$ cat config.mk
export PLATFORM = sky130hd
export DESIGN_NAME = dmem_arbiter
export DESIGN_NICKNAME = d
export VERILOG_FILES = /design/src/rtl/dmem_arb_pkg.sv /design/src/rtl/dmem_arb_sat_cnt.sv /design/src/rtl/dmem_arbiter.sv
export SDC_FILE = /design/constraint.sdc
export NUM_CORES = 1
export LEC_CHECK = 0
export ABC_AREA = 1
export CAP_MARGIN = 20
export CORE_MARGIN = 3
export CORE_UTILIZATION = 30
export DETAILED_ROUTE_END_ITERATION = 7
export HOLD_SLACK_MARGIN = 0.1
export PLACE_DENSITY = 0.64
export SLEW_MARGIN = 15
export SYNTH_ARGS = -nofsm -noshare
export SYNTH_HDL_FRONTEND = slang
export SYNTH_HIERARCHICAL = 1
export SYNTH_SLANG_ARGS = --single-unit
$ cat constraint.sdc
create_clock -name CLK -period 3.02 [get_ports CLK]
set_input_delay 0.755 -clock CLK [delete_from_list [all_inputs] [get_ports CLK]]
set_output_delay 0.755 -clock CLK [all_outputs]
set_load 0.01 [all_outputs]
$ cat src/rtl/dmem_arb_pkg.sv
// Shared types and helpers for the dmem_arbiter slice.
// Optional statistics are enabled by defining DMEM_ARB_STATS_EN.
package dmem_arb_pkg;

    localparam int unsigned ARB_AW = 8;
    localparam int unsigned ARB_DW = 8;

    typedef enum logic {IDLE, ACCESS} arb_state_t;
    typedef enum logic {PORT_CORE, PORT_HOST} arb_port_t;

    // Command captured in IDLE and replayed to the memory during ACCESS.
    typedef struct packed {
        logic              we;
        logic [ARB_AW-1:0] addr;
        logic [ARB_DW-1:0] wdata;
    } arb_cmd_t;

    function automatic arb_port_t pick_winner(input logic c_req, input logic h_req,
                                              input arb_port_t last);
        if (c_req && h_req) begin
            return (last == PORT_HOST) ? PORT_CORE : PORT_HOST;
        end else if (h_req) begin
            return PORT_HOST;
        end
        return PORT_CORE;
    endfunction

endpackage

$ cat src/rtl/dmem_arb_sat_cnt.sv
// Saturating up-counter with synchronous clear; used for optional
// arbitration statistics (DMEM_ARB_STATS_EN).
module dmem_arb_sat_cnt
    import dmem_arb_pkg::*;
#(
    parameter int unsigned CW = 16
) (
    input  logic          clk,
    input  logic          clr,
    input  logic          inc,
    output logic [CW-1:0] cnt
);

    logic [CW-1:0] cnt_q, cnt_d;

    always_comb begin
        cnt_d = cnt_q;
        if (inc && (cnt_q != '1)) begin
            cnt_d = cnt_q + CW'(1);
        end
    end

    always_ff @(posedge clk) begin
        if (clr) begin
            cnt_q <= '0;
        end else begin
            cnt_q <= cnt_d;
        end
    end

    assign cnt = cnt_q;

endmodule

$ cat src/rtl/dmem_arbiter.sv
// Round-robin arbiter sharing the single-port data memory between core and host.
// Define DMEM_ARB_STATS_EN to add conflict_cnt/h_wait_cnt statistics outputs.
module dmem_arbiter
    import dmem_arb_pkg::*;
#(
    parameter int unsigned AW = ARB_AW,
    parameter int unsigned DW = ARB_DW
`ifdef DMEM_ARB_STATS_EN
    ,
    parameter int unsigned CW = 16
`endif
) (
    input  logic          CLK,
    input  logic          start,
    input  logic          c_req,
    input  logic          c_we,
    input  logic [AW-1:0] c_addr,
    input  logic [DW-1:0] c_wdata,
    output logic          c_gnt,
    output logic          c_rvalid,
    input  logic          h_req,
    input  logic          h_we,
    input  logic [AW-1:0] h_addr,
    input  logic [DW-1:0] h_wdata,
    output logic          h_gnt,
    output logic          h_rvalid,
    output logic [DW-1:0] rdata,
    output logic [AW-1:0] mem_addr,
    output logic          mem_we,
    output logic [DW-1:0] mem_wdata,
    input  logic [DW-1:0] mem_rdata
`ifdef DMEM_ARB_STATS_EN
    ,
    output logic [CW-1:0] conflict_cnt,
    output logic [CW-1:0] h_wait_cnt
`endif
);

    arb_state_t    state_q, state_d;
    arb_port_t     last_q, last_d;
    arb_cmd_t      cmd_q, cmd_d;
    logic [DW-1:0] rdata_q, rdata_d;
    logic          c_rvalid_q, c_rvalid_d;
    logic          h_rvalid_q, h_rvalid_d;
    arb_port_t     win;
    logic          access;

    always_comb begin
        state_d    = state_q;
        last_d     = last_q;
        cmd_d      = cmd_q;
        rdata_d    = rdata_q;
        c_rvalid_d = 1'b0;
        h_rvalid_d = 1'b0;
        win        = pick_winner(c_req, h_req, last_q);
        case (state_q)
            IDLE: begin
                if (c_req || h_req) begin
                    state_d = ACCESS;
                    last_d  = win;
                    if (win == PORT_CORE) begin
                        cmd_d.we    = c_we;
                        cmd_d.addr  = c_addr;
                        cmd_d.wdata = c_wdata;
                    end else begin
                        cmd_d.we    = h_we;
                        cmd_d.addr  = h_addr;
                        cmd_d.wdata = h_wdata;
                    end
                end
            end
            ACCESS: begin
                state_d = IDLE;
                if (!cmd_q.we) begin
                    rdata_d    = mem_rdata;
                    c_rvalid_d = (last_q == PORT_CORE);
                    h_rvalid_d = (last_q == PORT_HOST);
                end
            end
            default: state_d = IDLE;
        endcase
    end

    always_ff @(posedge CLK) begin
        if (start) begin
            state_q    <= IDLE;
            last_q     <= PORT_HOST;
            cmd_q      <= '0;
            rdata_q    <= '0;
            c_rvalid_q <= 1'b0;
            h_rvalid_q <= 1'b0;
        end else begin
            state_q    <= state_d;
            last_q     <= last_d;
            cmd_q      <= cmd_d;
            rdata_q    <= rdata_d;
            c_rvalid_q <= c_rvalid_d;
            h_rvalid_q <= h_rvalid_d;
        end
    end

    // Reset in the ACCESS cycle drops the transaction: no grant, no write strobe.
    assign access    = (state_q == ACCESS) && !start;
    assign c_gnt     = access && (last_q == PORT_CORE);
    assign h_gnt     = access && (last_q == PORT_HOST);
    assign mem_we    = access && cmd_q.we;
    assign mem_addr  = cmd_q.addr;
    assign mem_wdata = cmd_q.wdata;
    assign rdata     = rdata_q;
    assign c_rvalid  = c_rvalid_q;
    assign h_rvalid  = h_rvalid_q;

`ifdef DMEM_ARB_STATS_EN
    dmem_arb_sat_cnt #(.CW(CW)) u_conflict_cnt (
        .clk (CLK),
        .clr (start),
        .inc ((state_q == IDLE) && c_req && h_req),
        .cnt (conflict_cnt)
    );

    dmem_arb_sat_cnt #(.CW(CW)) u_h_wait_cnt (
        .clk (CLK),
        .clr (start),
        .inc (h_req && !h_gnt),
        .cnt (h_wait_cnt)
    );
`endif

endmodule

==> results of run 1 <==
## layout make-up
cell class              count  area, um2
repair buffers             76        756
multi-input cells         158        726
clock buffers               7       86.3
fillers                   510       2600
flip-flops and latches     29        581
inverters                  21       78.8
well taps                  67       83.8
## worst paths after layout
| kind | from | end | slack, ns | cells after the start |
|---|---|---|---|---|
| min | rdata[3]$_SDFFE_PP0P_ | rdata[3]$_SDFFE_PP0P_ | 0.51 | 2 |
| max | start | mem_we | 0.24 | 5 |
| max reg2reg | last_q$_SDFFE_PP1P_ | mem_wdata[7]$_SDFFE_PP0P_ | 1.67 | 5 |
| min reg2reg | rdata[3]$_SDFFE_PP0P_ | rdata[3]$_SDFFE_PP0P_ | 0.51 | 2 |
## through the flow
step                      hold slack, ns  area [um2]  setup slack (ns)  instances  utilization
after detailed placement           0.497        2220             0.251        351        0.453
after CTS                          0.514        2310             0.238        358        0.471
after global placement             0.492        2220             0.285        351        0.453
after floorplan                    0.482        1580              1.14        235            -
final                              0.508        2310             0.245        358        0.471
after global routing               0.533        2310             0.142        358        0.471
## metal layers
metal / part of all wire / wire length [um]
met1: 0.44 / 1700
met2: 0.45 / 1760
met3: 0.11 / 414
met4: 0.0059 / 23
met5: 0 / 0
## where the power goes
group | internal (uW) | switching (uW)
Combinational | 153 | 129
Clock | 180 | 129
Sequential | 419 | 19.7
## critical path, stage by stage
cell and delay [ns]:
clkdlybuf4s50_1 0.44, clkinv_1 0.07, nand2_1 0.10, nor2_1 0.12
clkdlybuf4s50_1 0.54
## synthesized netlist by cell type
master,count,share of area
nand3_1,19,0.060
nor2_4,2,0.014
o21ai_4,1,0.010
a21boi_1,12,0.057
inv_1,20,0.047
clkinv_1,1,0.0024
buf_2,3,0.0095
clkbuf_1,3,0.0071
nor3_1,2,0.0063
nor2_2,1,0.0040
dfxtp_1,29,0.37
buf_6,4,0.028
nand2_2,1,0.0040
buf_4,17,0.081
o21ai_0,8,0.025
nor2_1,54,0.13
a21boi_0,5,0.024
nand2_1,53,0.13
## cell families (layout without fill, tap and decap cells)
kind of cell | count (synthesis) | in the layout
AO/OA/AOI/OAI | 26 | 26
buffers and inverters | 48 | 104
flip-flops | 29 | 29
AND/OR/NAND/NOR | 132 | 132
## state kept, by name, summed over array words and instances (netlist names)
name / count
c_rvalid: 1
cmd_q: 1
h_rvalid: 1
last_q: 1
mem_addr: 8
mem_wdata: 8
rdata: 8
state_q: 1
==> results.md, run 1 <==
Global route:
- met2 is the most crowded layer.
- The largest net degree at the start of global routing is 36.
- The via count of the first global-routing pass is 1451.
- The final global-route overflow total is 0.
- Across every metal layer, demand over resource in global routing totals 0.134.
- In the global route stage, met3 resource usage came out at 0.0642.
- The number of antenna violations at the first check in global routing was 0.
- For met1 alone, demand over resource in global routing was 0.153.
- In the global route stage, met2 resource usage came out at 0.217.
- The first global-routing pass estimated 6560 um of wire.

Synthesis:
- Of the total synthesized cell area, the portion taken by AND, OR, NAND and NOR gates is 0.342.
- Of the total synthesized cell area, the portion taken by XOR and XNOR cells is 0.
- The post-synthesis sequential element count is 29.
- After synthesis, the share of cell area in mux cells is 0.
- By area, the combinational part of the netlist is dominated by simple AND/OR/NAND/NOR gates.
- Of the total synthesized cell area, the portion taken by full adders, half adders and majority gates is 0.
- After synthesis, the netlist uses 18 different library cells.
- The synthesized netlist net count is 281.
- The average instance in the mapped netlist occupies 6.74 um2.
- In the synthesized netlist, the number of instances is 235.
- The total number of yosys warnings is 6.
- The synthesized-area fraction occupied by ao, oa, aoi and oai cells was 0.116.
- Summing every instance area after synthesis gives 1580 um2.
- The portion of the post-synthesis area used by sequential elements is 0.367.

Floorplanning:
- The height of the chip is 78.7 um.
- The die covers 6190 um2.
- The initial cell density of the core is 0.323.
- The floorplan core area is 4910 um2.
- The number of rows in the core area is 25.
- The horizontal die dimension is 78.7 um.
- The count of pins on the block boundary is 75.

Routing:
- In the routed layout, each cell is associated on average with a via count of 4.22.
- The post-route DRC violation count is 0.
- The number of vias in the routed layout is 1509.
- The first routing iteration left 38 violations.
- Summed over all layers, the routed wires come to 3900 um.
- The average routed wire per standard cell is 10.9 um.
- The detail route stage leaves a number of antenna-violating nets equal to 0.
- The number of iterations in the first detailed-routing pass is 5.

Timing:
- The total count of max-transition violations in the final report is 0.
- At the pin with the least slew margin, the transition time is 0.589 ns.
- Setup repair after global routing left no endpoint under its margin.
- The final-report hold violation count is 0.
- In the finished design, the share of the clock period the worst path needs comes to 0.919.
- The clock tree skew after final layout is 0.000802 ns.
- The time the final worst path needs with I/O delays and setup is 2.78 ns.
- The worst pin sits at a relative slew slack of 0.606.
- The achievable clock frequency is 360 MHz.
- The number of endpoints failing setup at the final stage is 0.
- In the final timing run, aggregate negative setup slack is 0 ns.

Placed design:
- The port buffer count is 74.
- At the end of routability-driven placement, the weighted congestion stood at 0.708.
- The half-perimeter wire length after detailed placement is 2740 um.

CTS:
- Clock-pin slew was measured on the worst setup and hold paths at 0.06 ns.
- The quantity of gates resized following cts is 0.
- In this run the number of H-tree levels came out at 2.
- After clock tree synthesis, the flow added hold-fix buffers numbering 0.
- The clock drives 29 sinks.
- The buffer levels on the longest clock path is 2.
- The buffers inserted during post-CTS setup optimization is 0.
- The cell chosen for the clock root is clkbuf_8.
- The TritonCTS clock tree is built.
- Counting the buffers created by CTS gives 5.
- The later-pin clock latency in the skew report is 0.27 ns.

Finish:
- Leaving out fill and tap cells, the most frequent cell in the layout is clkdlybuf4s50_1.
- Of the cells placed in the final design, the portion with a size suffix greater than 1 is 0.0447.
- At the end of the flow, the number of nets in the layout was 337.
- The layout-stage area growth over the synthesis result is 45.9%.
- Leaving out fill and tap cells, the most frequent cells in the layout are clkdlybuf4s50_1, nor2_1, nand2_1, dfxtp_1, inv_1.
- The number of antenna diodes in the final layout is 0.

Power and ir drop:
- Power comes to 1030 uW.
- The leakage power figure is 0.00101 uW.
- IR analysis of the VDD net gives a maximum drop of 0.301 mV.
- Dividing total power by cell area gives a power density of 446 nW/um2.

Setup path:
- The required time of the critical path is 2.26 ns.
- The kind of start point of the critical path is an input port.
- By startpoint and endpoint, the worst setup path is classified as input port to output pin.
- The top fanout value on the critical path is 5.
- STA classifies the critical path endpoint as an output pin.
- The arrival time reported for the critical path endpoint is 2.02 ns.

Status:
- The run finished with clean final reports.

Flow run:
- Max-cap violations in this run came to 0.

Min path:
- The type of the most critical hold path is register to register.
(Power assumes the default switching activity.)
==> run 2: changes to the inputs <==
--- a/config.mk
+++ b/config.mk
@@ -10,6 +10,7 @@
 export CORE_MARGIN = 3
 export CORE_UTILIZATION = 30
 export DETAILED_ROUTE_END_ITERATION = 7
+export GPL_TIMING_DRIVEN = 0
 export HOLD_SLACK_MARGIN = 0.1
 export PLACE_DENSITY = 0.64
 export SLEW_MARGIN = 15
==> results.md, run 2 (synthesis gave the netlist of run 1 again) <==
Routing:
- The post-route DRC violation count is 0 (unchanged).
- The number of vias in the routed layout is 1611 (+6.8%).
- The via-per-instance ratio came to 4.21 (-0.21%).
- The total routed wirelength came to 4220 um (+8.2%).
- The violation count after the first detailed-route iteration is 52 (+37%).
- The remaining antenna violation count is 0 (unchanged).
- The number of iterations in the first detailed-routing pass was 4 (-1).
- The average routed wire per standard cell is 11.0 um (+1.1%).

Global route:
- The number of antenna violations at the first check in global routing is 0 (unchanged).
- The final global-route overflow total was 0 (unchanged).
- The total global routing track utilization came to 0.143 (+0.00855).
- The via count of the first global-routing pass was 1545 (+6.5%).
- The largest net degree at the start of global routing came to 11 (-69%).
- The global-route wire length before repair is 6950 um (+5.9%).

Setup path:
- The arrival time reported for the critical path endpoint is 2.17 ns (+0.15 ns).
- The top fanout value on the critical path is 9 (+4).
- The worst setup path is of the input port to output pin kind.
- The required time of the critical path is 2.26 ns (about the same).
- The worst setup path is captured at an output pin.
- The kind of start point of the critical path is an input port.

Floorplanning:
- The count of pins on the block boundary is 75 (unchanged).
- The number of rows in the core area came to 25 (unchanged).
- The die area is 6190 um2 (unchanged).
- The initial cell density of the core was 0.323 (unchanged).
- The horizontal die dimension is 78.7 um (unchanged).
- The floorplan core area is 4910 um2 (unchanged).
- The height of the chip is 78.7 um (unchanged).

Placed design:
- The global placement routability congestion is 0.780 (+10%).
- The number of cells in the design after placement came to 375 (+6.8%).
- The port buffer count was 73 (-1.4%).
- The half-perimeter wire length after detailed placement was 3090 um (+13%).

Timing:
- The time the final worst path needs with I/O delays and setup is 2.93 ns (+0.151 ns).
- The total count of max-transition violations in the final report came to 0 (unchanged).
- The final-report hold violation count is 0 (unchanged).
- The achievable clock frequency was 342 MHz (-5.2%).
- Setup repair after global routing left no endpoint under its margin.
- The clock tree skew after final layout was 0.00306 ns (+0.00226 ns).
- The setup TNS after final layout is 0 ns (unchanged).
- The post-route fraction of the period consumed by the critical path was 0.969 (+0.0501).
- The worst hold margin was 0.514 ns (+0.00654 ns).
- The measured slew at the worst slew-check pin is 0.463 ns (-0.126 ns).
- The worst-case headroom to the max-slew limit came to 0.691 (+0.0852).
- The number of endpoints failing setup at the final stage was 0 (unchanged).

CTS:
- The buffers inserted during post-CTS setup optimization was 0 (unchanged).
- The clock net sink count is 29 (unchanged).
- TritonCTS built the clock tree.
- The buffer levels on the longest clock path is 2 (unchanged).
- The number of buffers created by CTS is 5 (unchanged).
- The number of hold-repair buffers added at the cts stage is 0 (unchanged).
- The later-pin clock latency in the skew report is 0.27 ns (about the same).
- The clock transition at the register clock pins on the worst setup and hold paths after CTS is 0.06 ns (about the same).
- The quantity of gates resized following cts is 0 (unchanged).
- The H-tree depth is 2 (unchanged).
- The cell chosen for the clock root is clkbuf_8.

Finish:
- The count of placed standard cells in the final layout, fillers left out is 383 (+7.0%).
- The count of fill cells added during filler insertion is 522 (+2.4%).
- The area of the multi-input gates was 728 um2 (+0.34%).
- Compared with the post-synthesis result, the final layout area differs by 56.8%.
- The sequential cell area in the final layout is 581 um2 (unchanged).
- The most common cell after layout, fill and taps aside is clkdlybuf4s50_1.
- The final net count is 361 (+7.1%).
- The library cells used most frequently in the layout, excluding fill and tap cells, are clkdlybuf4s50_1, nor2_1, nand2_1, dfxtp_1, inv_1.
- The share of final-layout standard cells stronger than drive strength 1 is 0.117 (+0.0724).
- The antenna cell count came to 0 (unchanged).

Status:
- The flow ran to the end, and the final reports show no timing, DRC or antenna violations.

Power and ir drop:
- The final total power is 1060 uW (+3.1%).
- The combinational cell fraction of total power is 0.306 (+0.032).
- The worst-case vdd ir drop is 0.310 mV (+2.7%).
- The switching power total is 298 uW (+7.4%).
- The power per unit of standard cell area is 428 nW/um2 (-4.0%).
- The clock group share of total power came to 0.281 (-0.019).
- The leakage power figure is 0.00113 uW (+11%).
- The internal power component is 764 uW (+1.6%).
- The part of the power in registers is 0.413 (-0.013).
- The switching share of power is 0.281 (+0.0111).

Min path:
- The type of the most critical hold path is register to register.

Flow run:
- The max-cap violation count is 0 (unchanged).
-- run 2: final timing paths --
path | start | endpoint | slack (ns) | cells past startpoint
max | start | c_gnt | 0.09 | 5
max reg2reg | state_q$_SDFF_PP0_ | rdata[4]$_SDFFE_PP0P_ | 1.80 | 5
min reg2reg | mem_wdata[7]$_SDFFE_PP0P_ | mem_wdata[7]$_SDFFE_PP0P_ | 0.51 | 4
min | mem_wdata[7]$_SDFFE_PP0P_ | mem_wdata[7]$_SDFFE_PP0P_ | 0.51 | 4
-- run 2: critical path: stages --
cell and delay, ns:
clkdlybuf4s50_1 0.48, clkinv_1 0.22, nand2_2 0.18, nor2_1 0.05
clkdlybuf4s50_1 0.49
-- run 2: layer usage --
metal | GRT usage | vias up | routed length, um
met3 | 0.0585 | 5 | 388
met4 | 0.0420 | 0 | 30
met1 | 0.172 | 683 | 1940
met5 | 0 | - | 0
li1 | - | 868 | -
met2 | 0.232 | 55 | 1860
-- run 2: cell type report --
type | instances | area share
Clock inverter | 2 | 0.00403
Sequential cell | 29 | 0.234
Clock buffer | 6 | 0.0292
Tap cell | 67 | 0.0338
Multi-Input combinational cell | 158 | 0.293
Timing Repair Buffer | 73 | 0.294
Inverter | 21 | 0.0317
Buffer | 27 | 0.0801
-- run 2: metrics by stage --
stage | utilization | instance area [um2] | worst slack, ns
6_report | 0.506 | 2480 | 0.0935
5_1_grt | 0.506 | 2480 | 0.0104
4_1_cts | 0.505 | 2480 | 0.0395
3_5_place_dp | 0.488 | 2400 | 0.0483
3_3_place_gp | 0.488 | 2400 | 0.0547
2_1_floorplan | - | 1580 | 1.14
-- run 2: power by group through the flow --
stage | combinational, uW | clock, uW | sequential (uW)
global placement | 326 | 0 | 446
global route | 364 | 331 | 442
CTS | 330 | 311 | 439
floorplan | 171 | 0 | 448
detailed placement | 327 | 0 | 446
finish | 325 | 299 | 438
